`src/rtl/counter_mod.sv`:
```
// counter_mod: up/down counter with an enable prescaler, wrap or saturate at
//   the 0 / term_val boundaries, a one-cycle terminal-count pulse and a sticky
//   boundary flag.
// Ports: clk, reset (async, active-low), cnt_ena, up_dn, clear, load,
//   load_val, term_val, ovf_clr in; count, tc, ovf out (all registered).
// Latency: every input takes effect on the next rising clk edge. No backpressure.
module counter_mod #(
  parameter int WIDTH    = 16,
  parameter int PRESCALE = 1,
  parameter bit SATURATE = 1'b0
) (
  input  logic             clk,
  input  logic             reset,
  input  logic             cnt_ena,
  input  logic             up_dn,
  input  logic             clear,
  input  logic             load,
  input  logic [WIDTH-1:0] load_val,
  input  logic [WIDTH-1:0] term_val,
  input  logic             ovf_clr,
  output logic [WIDTH-1:0] count,
  output logic             tc,
  output logic             ovf
);

  // The prescaler only needs to hold 0..PRESCALE-1; keep it one bit wide
  // when PRESCALE is 1 so the compare below stays trivially true.
  localparam int              PW       = (PRESCALE > 1) ? $clog2(PRESCALE) : 1;
  localparam logic [PW-1:0]   PRE_LAST = PW'(PRESCALE - 1);

  logic [WIDTH-1:0] count_q, count_d;
  logic [PW-1:0]    pre_q,   pre_d;
  logic             tc_q,    tc_d;
  logic             ovf_q,   ovf_d;
  logic             step;
  logic             at_bound;

  always_comb begin
    count_d  = count_q;
    pre_d    = pre_q;
    step     = 1'b0;
    at_bound = 1'b0;

    if (clear) begin
      count_d = '0;
      pre_d   = '0;
    end else if (load) begin
      count_d = load_val;
      pre_d   = '0;
    end else if (cnt_ena) begin
      if (pre_q == PRE_LAST) begin
        pre_d = '0;
        step  = 1'b1;
      end else begin
        pre_d = pre_q + PW'(1);
      end

      if (step) begin
        if (up_dn) begin
          // ">=" so a count left above term_val by load or a term_val
          // change is treated as having reached the boundary.
          if (count_q >= term_val) begin
            at_bound = 1'b1;
            count_d  = SATURATE ? count_q : '0;
          end else begin
            count_d = count_q + WIDTH'(1);
          end
        end else begin
          if (count_q == '0) begin
            at_bound = 1'b1;
            count_d  = SATURATE ? '0 : term_val;
          end else begin
            count_d = count_q - WIDTH'(1);
          end
        end
      end
    end

    tc_d = at_bound;
    // A boundary event on the same edge as ovf_clr keeps the flag set.
    if (at_bound) begin
      ovf_d = 1'b1;
    end else if (ovf_clr) begin
      ovf_d = 1'b0;
    end else begin
      ovf_d = ovf_q;
    end
  end

  always_ff @(posedge clk or negedge reset) begin
    if (!reset) begin
      count_q <= '0;
      pre_q   <= '0;
      tc_q    <= 1'b0;
      ovf_q   <= 1'b0;
    end else begin
      count_q <= count_d;
      pre_q   <= pre_d;
      tc_q    <= tc_d;
      ovf_q   <= ovf_d;
    end
  end

  assign count = count_q;
  assign tc    = tc_q;
  assign ovf   = ovf_q;

endmodule
```
`config.mk`:
```
export PLATFORM = sky130hd
export DESIGN_NAME = counter_mod
export DESIGN_NICKNAME = d
export VERILOG_FILES = /design/src/rtl/counter_mod.sv
export SDC_FILE = /design/constraint.sdc
export NUM_CORES = 1
export LEC_CHECK = 0
export BUFFER_PORTS_ARGS = -buffer_cell sky130_fd_sc_hd__buf_2
export CORE_MARGIN = 2
export CORE_UTILIZATION = 41
export CTS_BUF_LIST = sky130_fd_sc_hd__clkbuf_4
export CTS_CLUSTER_DIAMETER = 150
export DETAILED_ROUTE_END_ITERATION = 6
export HOLD_SLACK_MARGIN = 0.15
export PLACE_DENSITY = 0.7
export RECOVER_POWER = 25
export SLEW_MARGIN = 20
export SYNTH_ARGS = -nofsm -noshare
export SYNTH_HDL_FRONTEND = slang
export SYNTH_SLANG_ARGS = --single-unit
```
`constraint.sdc`:
```
create_clock -name clk -period 7.8 [get_ports clk]
set_clock_uncertainty 0.1 [all_clocks]
set_input_delay 1.17 -clock clk [delete_from_list [all_inputs] [get_ports clk]]
set_output_delay 1.17 -clock clk [all_outputs]
set_load 0.05 [all_outputs]
```
### Word level (Yosys, flattened, before mapping)

Index checks and enable logic that the tools add are counted.

| storage, ports and cells | value |
|---|---|
| input bits | 39 |
| memory bits (read-only) | 0 |
| latch bits | 0 |
| bits in writable memories | 0 |
| memories kept | 0 |
| register bits after elaboration | 19 |
| output and inout port bits | 18 |
| word-level logic and storage cells | 37 |

| operators by class | value |
|---|---|
| shift-type cells | 0 |
| equality and inequality tests | 0 |
| mux-type cells | 24 |
| bitwise logic cells | 0 |
| div/mod/pow operators | 0 |
| $mul | 0 |
| add/subtract/negate cells | 3 |
| $lt $le $gt $ge | 1 |
| reduce and logical (&&, ||, !) cells | 5 |

Operators with widths:

| cell | count |
|---|---|
| 16-bit 2-to-1 mux | 7 |
| 1-bit 2-to-1 mux | 17 |
| 16-bit by 1-bit adder with 16-bit output, second input constant | 1 |
| 16-bit >= comparator | 1 |
| 16-bit logical NOT | 1 |
| 16-bit by 1-bit subtractor with 16-bit output, second input constant | 1 |
| 3-bit nonzero test | 2 |
| 2-bit AND reduction | 1 |
| 2-bit nonzero test | 1 |
| 1-bit adder, second input constant | 1 |

### Longest topological paths before layout

Gate-level depths: netlist of run 1.

| depth | value |
|---|---|
| depth after elaboration | 9 |
| mapped depth | 9 |
| gate-level depth less buffers | 8 |

### Worst setup path before layout of run 1

No wires, ideal clock.

| timing path | value |
|---|---|
| path type | input -> register |
| from | input port term_val[15] |
| to | register count_q[8], in the netlist count[8] |
| data required time | 7.579 ns |
| setup time | 0.121 ns |
| arrival time | 3.019 ns |
| slack | 4.560 ns |
| path buffers | 1 |
| stages on the path | 9 |
| cell sequence | inv_1 > ha_1 > nand4_1 > or4_1 > a31oi_1 > a211oi_1 > clkbuf_1 > a211o_1 > a22o_1 |

| on the way | value |
|---|---|
| word-level cells in the longest chain between the ends | 7 |

Ends and longest elaborated chain:

| item | line | text |
|---|---|---|
| start: declaration | 19 | `input logic [WIDTH-1:0] term_val,` |
| 16-bit >= comparator | 62 | `if (count_q >= term_val) begin` |
| 16-bit 2-to-1 mux | 62 |  |
| 16-bit 2-to-1 mux | 59 | `if (up_dn) begin` |
| 16-bit 2-to-1 mux | 58 | `if (step) begin` |
| 16-bit 2-to-1 mux | 50 | `end else if (cnt_ena) begin` |
| 16-bit 2-to-1 mux | 47 | `end else if (load) begin` |
| 16-bit 2-to-1 mux | 44 | `if (clear) begin` |
| end signal: assignment | 97 | `count_q <= count_d;` |
| end: declaration | 31 | `logic [WIDTH-1:0] count_q, count_d;` |

No other way between the ends. The select of a mux whose other input is x is not followed.
A chain may end at the register's enable or synchronous reset.

### Worst setup path after layout of run 1

| timing path | value |
|---|---|
| from | input port term_val[13] |
| to | register count_q[1], in the netlist count[1] |

Same word-level chain as after synthesis.

==> run_results.csv, run 1 <==
group,metric,value,unit
layout,diodes,0,
layout,final_layout_size_suffix_gt1_share,23.1,%
logic_synthesis,yosys.area_share.simple,23.8,%
clock_network,cts_sinks,18,
clock_network,cts_tree,"built",
floorplanning,die-area,6150,sq um
timing,finalHoldViolCount,0,
clock_network,clockBufferDepth,2,
timing,slew_viol_final,0,
logic_synthesis,synth_edf_count,0,
clock_network,ctsHtreeMaxLevel,1,
drt,vias_per_cell,5.87,
pwr,power.density,146,nW/um^2
setup_path,cp_slowest_cell,"or4_1",
global_routing,grt_max_degree,36,
logic_synthesis,yosys_warnings,0,
setup_path,critPathMaxFanout,17,
timing,maxSlewHeadroom,26.5,%
logic_synthesis,ys_async_sr_fraction,100,%
logic_synthesis,synth_ff_type,"dfrtp_1",
timing,fmax,0.304,GHz
setup_path,crit_family,"compound AO/OA/AOI/OAI gates",
floorplanning,rows,27,
logic_synthesis,syn_inst,306,
timing,worst_slew_pin_slew,1.10,ns
outcome,status,"complete, no violations",
global_routing,grt_overflow,0,
clock_network,cts_hold_buf,0,
placed_design,globalplace.congestion,0.906,
logic_synthesis,mappedNetlistArea,2270,sq um
drt,num_vias,2431,
logic_synthesis,ys_ff_latch,18,
drt,dr.pass1.iters,4,
setup_path,required,7.91,ns
logic_synthesis,synthAdderAreaFrac,10.5,%
logic_synthesis,synth-compound-area-share,28.8,%
logic_synthesis,synth_xor_area_share,6.95,%
logic_synthesis,synth_cell_type_count,51,
clock_network,cts_root_buf,"clkbuf_4",
logic_synthesis,avgSynthCellArea,7.42,sq um
clock_network,post_cts_resized,0,
timing,rsz0062_at_grt,"no",
drt,first_iter_violations,232,
floorplanning,initial_utilization,41.7,%
clock_network,cts_made_buffers,3,
drt,drc,0,
pwr,vdd_drop_max,0.0610,mV
logic_synthesis,synth_nets,364,
clock_network,clock_latency,0.33,ns
floorplanning,ioPinCount,57,
placed_design,io_buffers,56,
setup_path,crit_type,"in -> reg",
layout,layout_common_cells,"buf_2, nand2_1, inv_1, a21oi_1, nor2_1",
drt,routedWlPerCell,16.6,microns
drt,drt-total-wl,6.88,mm
clock_network,clk_pin_slew,0.14,ns
setup_path,path_buf_inv,3,
setup_path,critPathCaptureType,"flip-flop",
floorplanning,die_height,78.4,microns
placed_design,dp_hpwl,5.03,mm
timing,tns,0,ns
setup_path,cp_slowest_stage_delay,0.56,ns
timing,setup_viol_count_final,0,
floorplanning,die_w,78.4,microns
job,max_cap_violations,0,
logic_synthesis,synth_top_family_by_area,"compound AO/OA/AOI/OAI gates",
logic_synthesis,synth_mux_area_share,0,%
setup_path,critPathLaunchType,"primary input",
clock_network,cts_setup_buffers,0,
setup_path,crit_chain,"buf_2 -> inv_1 -> ha_1 -> nand4_1 -> or4_1 -> a31oi_1 -> a211oi_2 -> buf_4 -> a221o_1 -> a22o_1",
layout,synthToLayoutAreaGrowth,12.6,%
global_routing,grt_pass1_vias,2315,
setup_path,cp_data_arrival_time,3.40,ns
timing,fin_crit,3.29,ns
global_routing,gr-usage-all-layers,22.9,%
hold_path,min_path_type,"reg -> reg",
global_routing,antenna_found_initial,0,
layout,mostFrequentLayoutCell,"buf_2",
pwr,p_leak,0.00124,uW
pwr,power.total,373,uW
global_routing,grt_pass1_wl,11.3,mm
logic_synthesis,ys_seq_area_share,19.8,%
layout,nNetsFinal,401,
timing,finalCritPeriodShare,42.2,%
floorplanning,core_area,5440,sq um
drt,final_antenna_net_count,0,
[synthesized netlist by cell type (all sizes together), types with 7 or more instances]
library cell / instances / area, sq um
clkbuf: 16 / 60.1
dfrtp: 18 / 450
inv: 27 / 101
a31o: 8 / 70.1
ha: 19 / 238
buf: 10 / 68.8
a21oi: 27 / 135
nor2: 27 / 101
xnor2: 14 / 123
nand2: 32 / 123
a22o: 10 / 87.6
o21ai: 8 / 47.5
nor4: 7 / 58.8
nand3: 11 / 55.1
[kinds of logic (layout without fill, tap and decap cells)]
group,count (synthesis),in the layout
xor gates and xnor gates,18,18
AOI/OAI and AO/OA,92,92
and+or+nand+nor,106,106
DFF,18,18
buffers and inverters,53,89
adders and majority gates,19,19
[sequential cells by signal, summed over array words and instances, names as in the netlist]
signal  cells
ovf         1
count      16
tc          1
[metal layers]
layer / part of all wire [%] / vias up / global-route usage, %
li1: - / 1180 / -
met1: 43 / 1134 / 30.9
met2: 46 / 106 / 38.6
met3: 8.7 / 11 / 3.10
met4: 1.4 / 0 / 6.14
met5: 0 / - / 0
[final timing paths]
kind	startpoint	endpoint	slack, ns	cells past startpoint
max in group asynchronous	reset	count[2]	6.01	1
min in group asynchronous	reset	count[14]	0.91	1
max reg2reg	count[4]	count[7]	4.81	6
min reg2reg	ovf	ovf	0.44	2
min	ovf	ovf	0.44	2
max	term_val[13]	count[1]	4.51	10
[cell type report]
type                       count  area, sq um
fill                         582         2880
multi-input combinational    235         1590
clock buffer                   3         22.5
tap                           72         90.1
sequential                    18          450
timing repair buffer          58          294
clock inverter                 1         3.75
inverter                      27          101
[worst register-to-register path, delay by kind of cell, from the launching register on]
family           cells  cell delay (ns)
AND/OR/NAND/NOR      3             1.57
flip-flops           1             0.53
AO/OA/AOI/OAI        3             0.67
[stage by stage]
stage / hold WS [ns] / worst slack [ns] / instances / instance area [sq um] / utilization (%)
finish: 0.442 / 4.51 / 414 / 2560 / 47.0
global route: 0.485 / 4.38 / 414 / 2560 / 47.0
CTS: 0.445 / 4.51 / 414 / 2560 / 47.0
detailed placement: 0.423 / 4.20 / 410 / 2530 / 46.5
global placement: 0.407 / 4.25 / 410 / 2530 / 46.5
floorplan: 0.658 / 4.56 / 306 / 2270 / -
[where the power goes]
group          leakage (uW)  internal [uW]  total, uW  switching (uW)
combinational      0.000989           74.9        195             120
clock             0.0000154           18.8       55.1            36.4
sequential         0.000240            101        123            22.2
total               0.00124            195        373             179
No activity file was read; power rests on OpenSTA's default activity.
==> inputs of run 2 (changes only) <==
--- a/config.mk
+++ b/config.mk
@@ -5,6 +5,7 @@
 export SDC_FILE = /design/constraint.sdc
 export NUM_CORES = 1
 export LEC_CHECK = 0
+export ABC_AREA = 1
 export BUFFER_PORTS_ARGS = -buffer_cell sky130_fd_sc_hd__buf_2
 export CORE_MARGIN = 2
 export CORE_UTILIZATION = 41
@@ -12,7 +13,7 @@
 export CTS_CLUSTER_DIAMETER = 150
 export DETAILED_ROUTE_END_ITERATION = 6
 export HOLD_SLACK_MARGIN = 0.15
-export PLACE_DENSITY = 0.7
+export PLACE_DENSITY = 0.71
 export RECOVER_POWER = 25
 export SLEW_MARGIN = 20
 export SYNTH_ARGS = -nofsm -noshare
==> constraint.sdc (replaced) <==
create_clock -name clk -period 2.95 [get_ports clk]
set_clock_uncertainty 0.1 [all_clocks]
set_input_delay 0.4425 -clock clk [delete_from_list [all_inputs] [get_ports clk]]
set_output_delay 0.4425 -clock clk [all_outputs]
set_load 0.05 [all_outputs]
==> run_results.csv, run 2 <==
group,metric,value,unit
clock_network,ctsHtreeMaxLevel,1,
clock_network,cts_root_buf,"clkbuf_4",
hold_path,min_path_type,"in -> reg",
timing,fmax,0.426,GHz
logic_synthesis,yosys_warnings,0,
logic_synthesis,synth_nets,507,
layout,nNetsFinal,561,
drt,drt-total-wl,7.82,mm
job,max_cap_violations,0,
logic_synthesis,syn_inst,449,
timing,setup_viol_count_final,0,
global_routing,grt_overflow,0,
floorplanning,core_area,6240,sq um
logic_synthesis,synth_ff_type,"dfrtp_1",
setup_path,crit_type,"reg -> reg",
setup_path,crit_family,"simple AND/OR/NAND/NOR gates",
pwr,p_leak,0.00177,uW
timing,rsz0062_at_grt,"no",
layout,layout_common_cells,"nand2_1, buf_2, inv_1",
logic_synthesis,synth_area_leaders,"nand2_1, dfrtp_1, nand3_1",
clock_network,clk_pin_slew,0.11,ns
setup_path,critPathCaptureType,"flip-flop",
floorplanning,die_w,83.8,microns
drt,num_vias,2991,
global_routing,grt_pass1_vias,2764,
floorplanning,die_height,83.8,microns
timing,fin_crit,2.35,ns
clock_network,cts_sinks,18,
logic_synthesis,synth_largest_area_cell,"nand2_1",
drt,vias_per_cell,5.17,
drt,first_iter_violations,335,
logic_synthesis,ys_ff_latch,18,
clock_network,post_cts_resized,0,
clock_network,cts_made_buffers,3,
setup_path,critPathMaxFanout,10,
global_routing,grt_pass1_wl,12.9,mm
logic_synthesis,synth_cell_type_count,27,
drt,final_antenna_net_count,0,
logic_synthesis,synth_commonest_cells,"nand2_1, inv_1, nand3_1",
floorplanning,rows,29,
logic_synthesis,avgSynthCellArea,5.81,sq um
logic_synthesis,yosysMostFrequentCell,"nand2_1",
setup_path,cp_data_arrival_time,2.45,ns
outcome,status,"complete, no violations",
timing,worst_slew_pin_slew,1.03,ns
clock_network,clockBufferDepth,2,
floorplanning,die-area,7010,sq um
setup_path,cp_slowest_cell,"dfrtp_1",
floorplanning,initial_utilization,41.8,%
layout,mostFrequentLayoutCell,"nand2_1",
logic_synthesis,synth_top_cell_area_share,24.9,%
layout,synthToLayoutAreaGrowth,14.1,%
global_routing,antenna_found_initial,0,
setup_path,cp_slowest_stage_delay,0.48,ns
setup_path,required,3.05,ns
timing,finalHoldViolCount,0,
drt,dr.pass1.iters,5,
layout,final_layout_size_suffix_gt1_share,17.9,%
timing,finalCritPeriodShare,79.6,%
drt,routedWlPerCell,13.5,microns
placed_design,dp_hpwl,6.17,mm
clock_network,clock_latency,0.31,ns
global_routing,gr-usage-all-layers,22.5,%
logic_synthesis,synth_edf_count,0,
clock_network,cts_setup_buffers,0,
pwr,power.density,342,nW/um^2
timing,tns,0,ns
setup_path,crit_chain,"inv_1 -> ha_1 -> nand4_1 -> nor2_1 -> nor2_1 -> nand2_1 -> nand2_1 -> nand2_1 -> nor2_1 -> nor2_1 -> nand2_1 -> o21ai_0",
pwr,vdd_drop_max,0.138,mV
setup_path,path_buf_inv,1,
clock_network,cts_tree,"built",
layout,largest_register_ffs,16,
layout,final_util,47.7,%
timing,maxSlewHeadroom,31.4,%
logic_synthesis,ys_seq_area_share,17.3,%
placed_design,io_buffers,56,
global_routing,grt_max_degree,23,
placed_design,globalplace.congestion,0.870,
logic_synthesis,ys_async_sr_fraction,100,%
timing,slew_viol_final,0,
setup_path,critPathLaunchType,"flip-flop",
logic_synthesis,mappedNetlistArea,2610,sq um
floorplanning,ioPinCount,57,
layout,diodes,0,
drt,drc,0,
run 2: cell count changes after synthesis, sizes merged, moves of 15 or more:
cell / previous run / this run
inv: 27 / 53
o21ai: 8 / 23
nand3: 11 / 49
a21oi: 27 / 12
nand2: 32 / 176
nor2: 27 / 48
run 2: power by group:
part	internal, uW	total, uW	switching (uW)
Combinational	195	580	385
Sequential	266	299	32.6
Clock	49.6	138	88.0
Total	510	1020	506
run 2: worst register-to-register path: stages (launching register included):
cell and delay, ns:
dfrtp_1 0.48, inv_1 0.16, ha_1 0.31, nand4_1 0.09, nor2_1 0.04, nor2_1 0.08, nand2_1 0.06, nand2_1 0.29
nand2_1 0.09, nor2_1 0.29, nor2_1 0.08, nand2_1 0.08, o21ai_0 0.09
run 2: per-stage QoR:
step	area, sq um	worst slack, ns	hold slack, ns	total power (uW)	instances
final	2980	0.602	0.218	1020	579
after global placement	2940	0.537	0.311	874	574
after detailed placement	2940	0.511	0.308	879	574
after global routing	2980	0.356	0.229	1100	579
after floorplan	2610	0.647	0.0469	730	449
after CTS	2980	0.595	0.215	1020	579
run 2: worst paths after layout:
| path | depth (start not counted) | start | end | slack [ns] |
|---|---|---|---|---|
| min | 2 | ovf_clr | ovf | 0.22 |
| max | 12 | count[0] | ovf | 0.60 |
| min in group asynchronous | 2 | reset | count[14] | 0.71 |
| min reg2reg | 2 | ovf | ovf | 0.44 |
| max reg2reg | 12 | count[0] | ovf | 0.60 |
| max in group asynchronous | 2 | reset | count[1] | 1.42 |
run 2: cells by family (layout without fill, tap and decap cells):
group | after synthesis | in the layout | share of synthesized area (%)
flops | 18 | 18 | 17.3
buf+inv | 73 | 126 | 12.6
xor+xnor | 15 | 15 | 5.04
fa+ha+maj | 19 | 19 | 9.12
compound gates | 41 | 41 | 8.93
simple gates | 283 | 283 | 47.0
run 2: layer usage:
| layer | vias up | GRT usage (%) | wire [microns] |
|---|---|---|---|
| li1 | 1523 | - | - |
| met4 | 0 | 5.43 | 112 |
| met5 | - | 0 | 0 |
| met1 | 1337 | 32.8 | 3600 |
| met3 | 13 | 2.08 | 626 |
| met2 | 118 | 35.9 | 3480 |
run 2: final cells by class:
type / instances / area, sq um
Tap cell: 77 / 96.3
Timing Repair Buffer: 68 / 372
Inverter: 54 / 203
Clock inverter: 1 / 3.75
Clock buffer: 3 / 22.5
Fill cell: 695 / 3270
Sequential cell: 18 / 450
Multi-Input combinational cell: 358 / 1830
run 2: what timing repair did:
action                                  in CTS  in global routing
endpoints found under the hold margin       18                  0
hold buffers                                 1                  0
endpoints found under the setup margin       0                  0
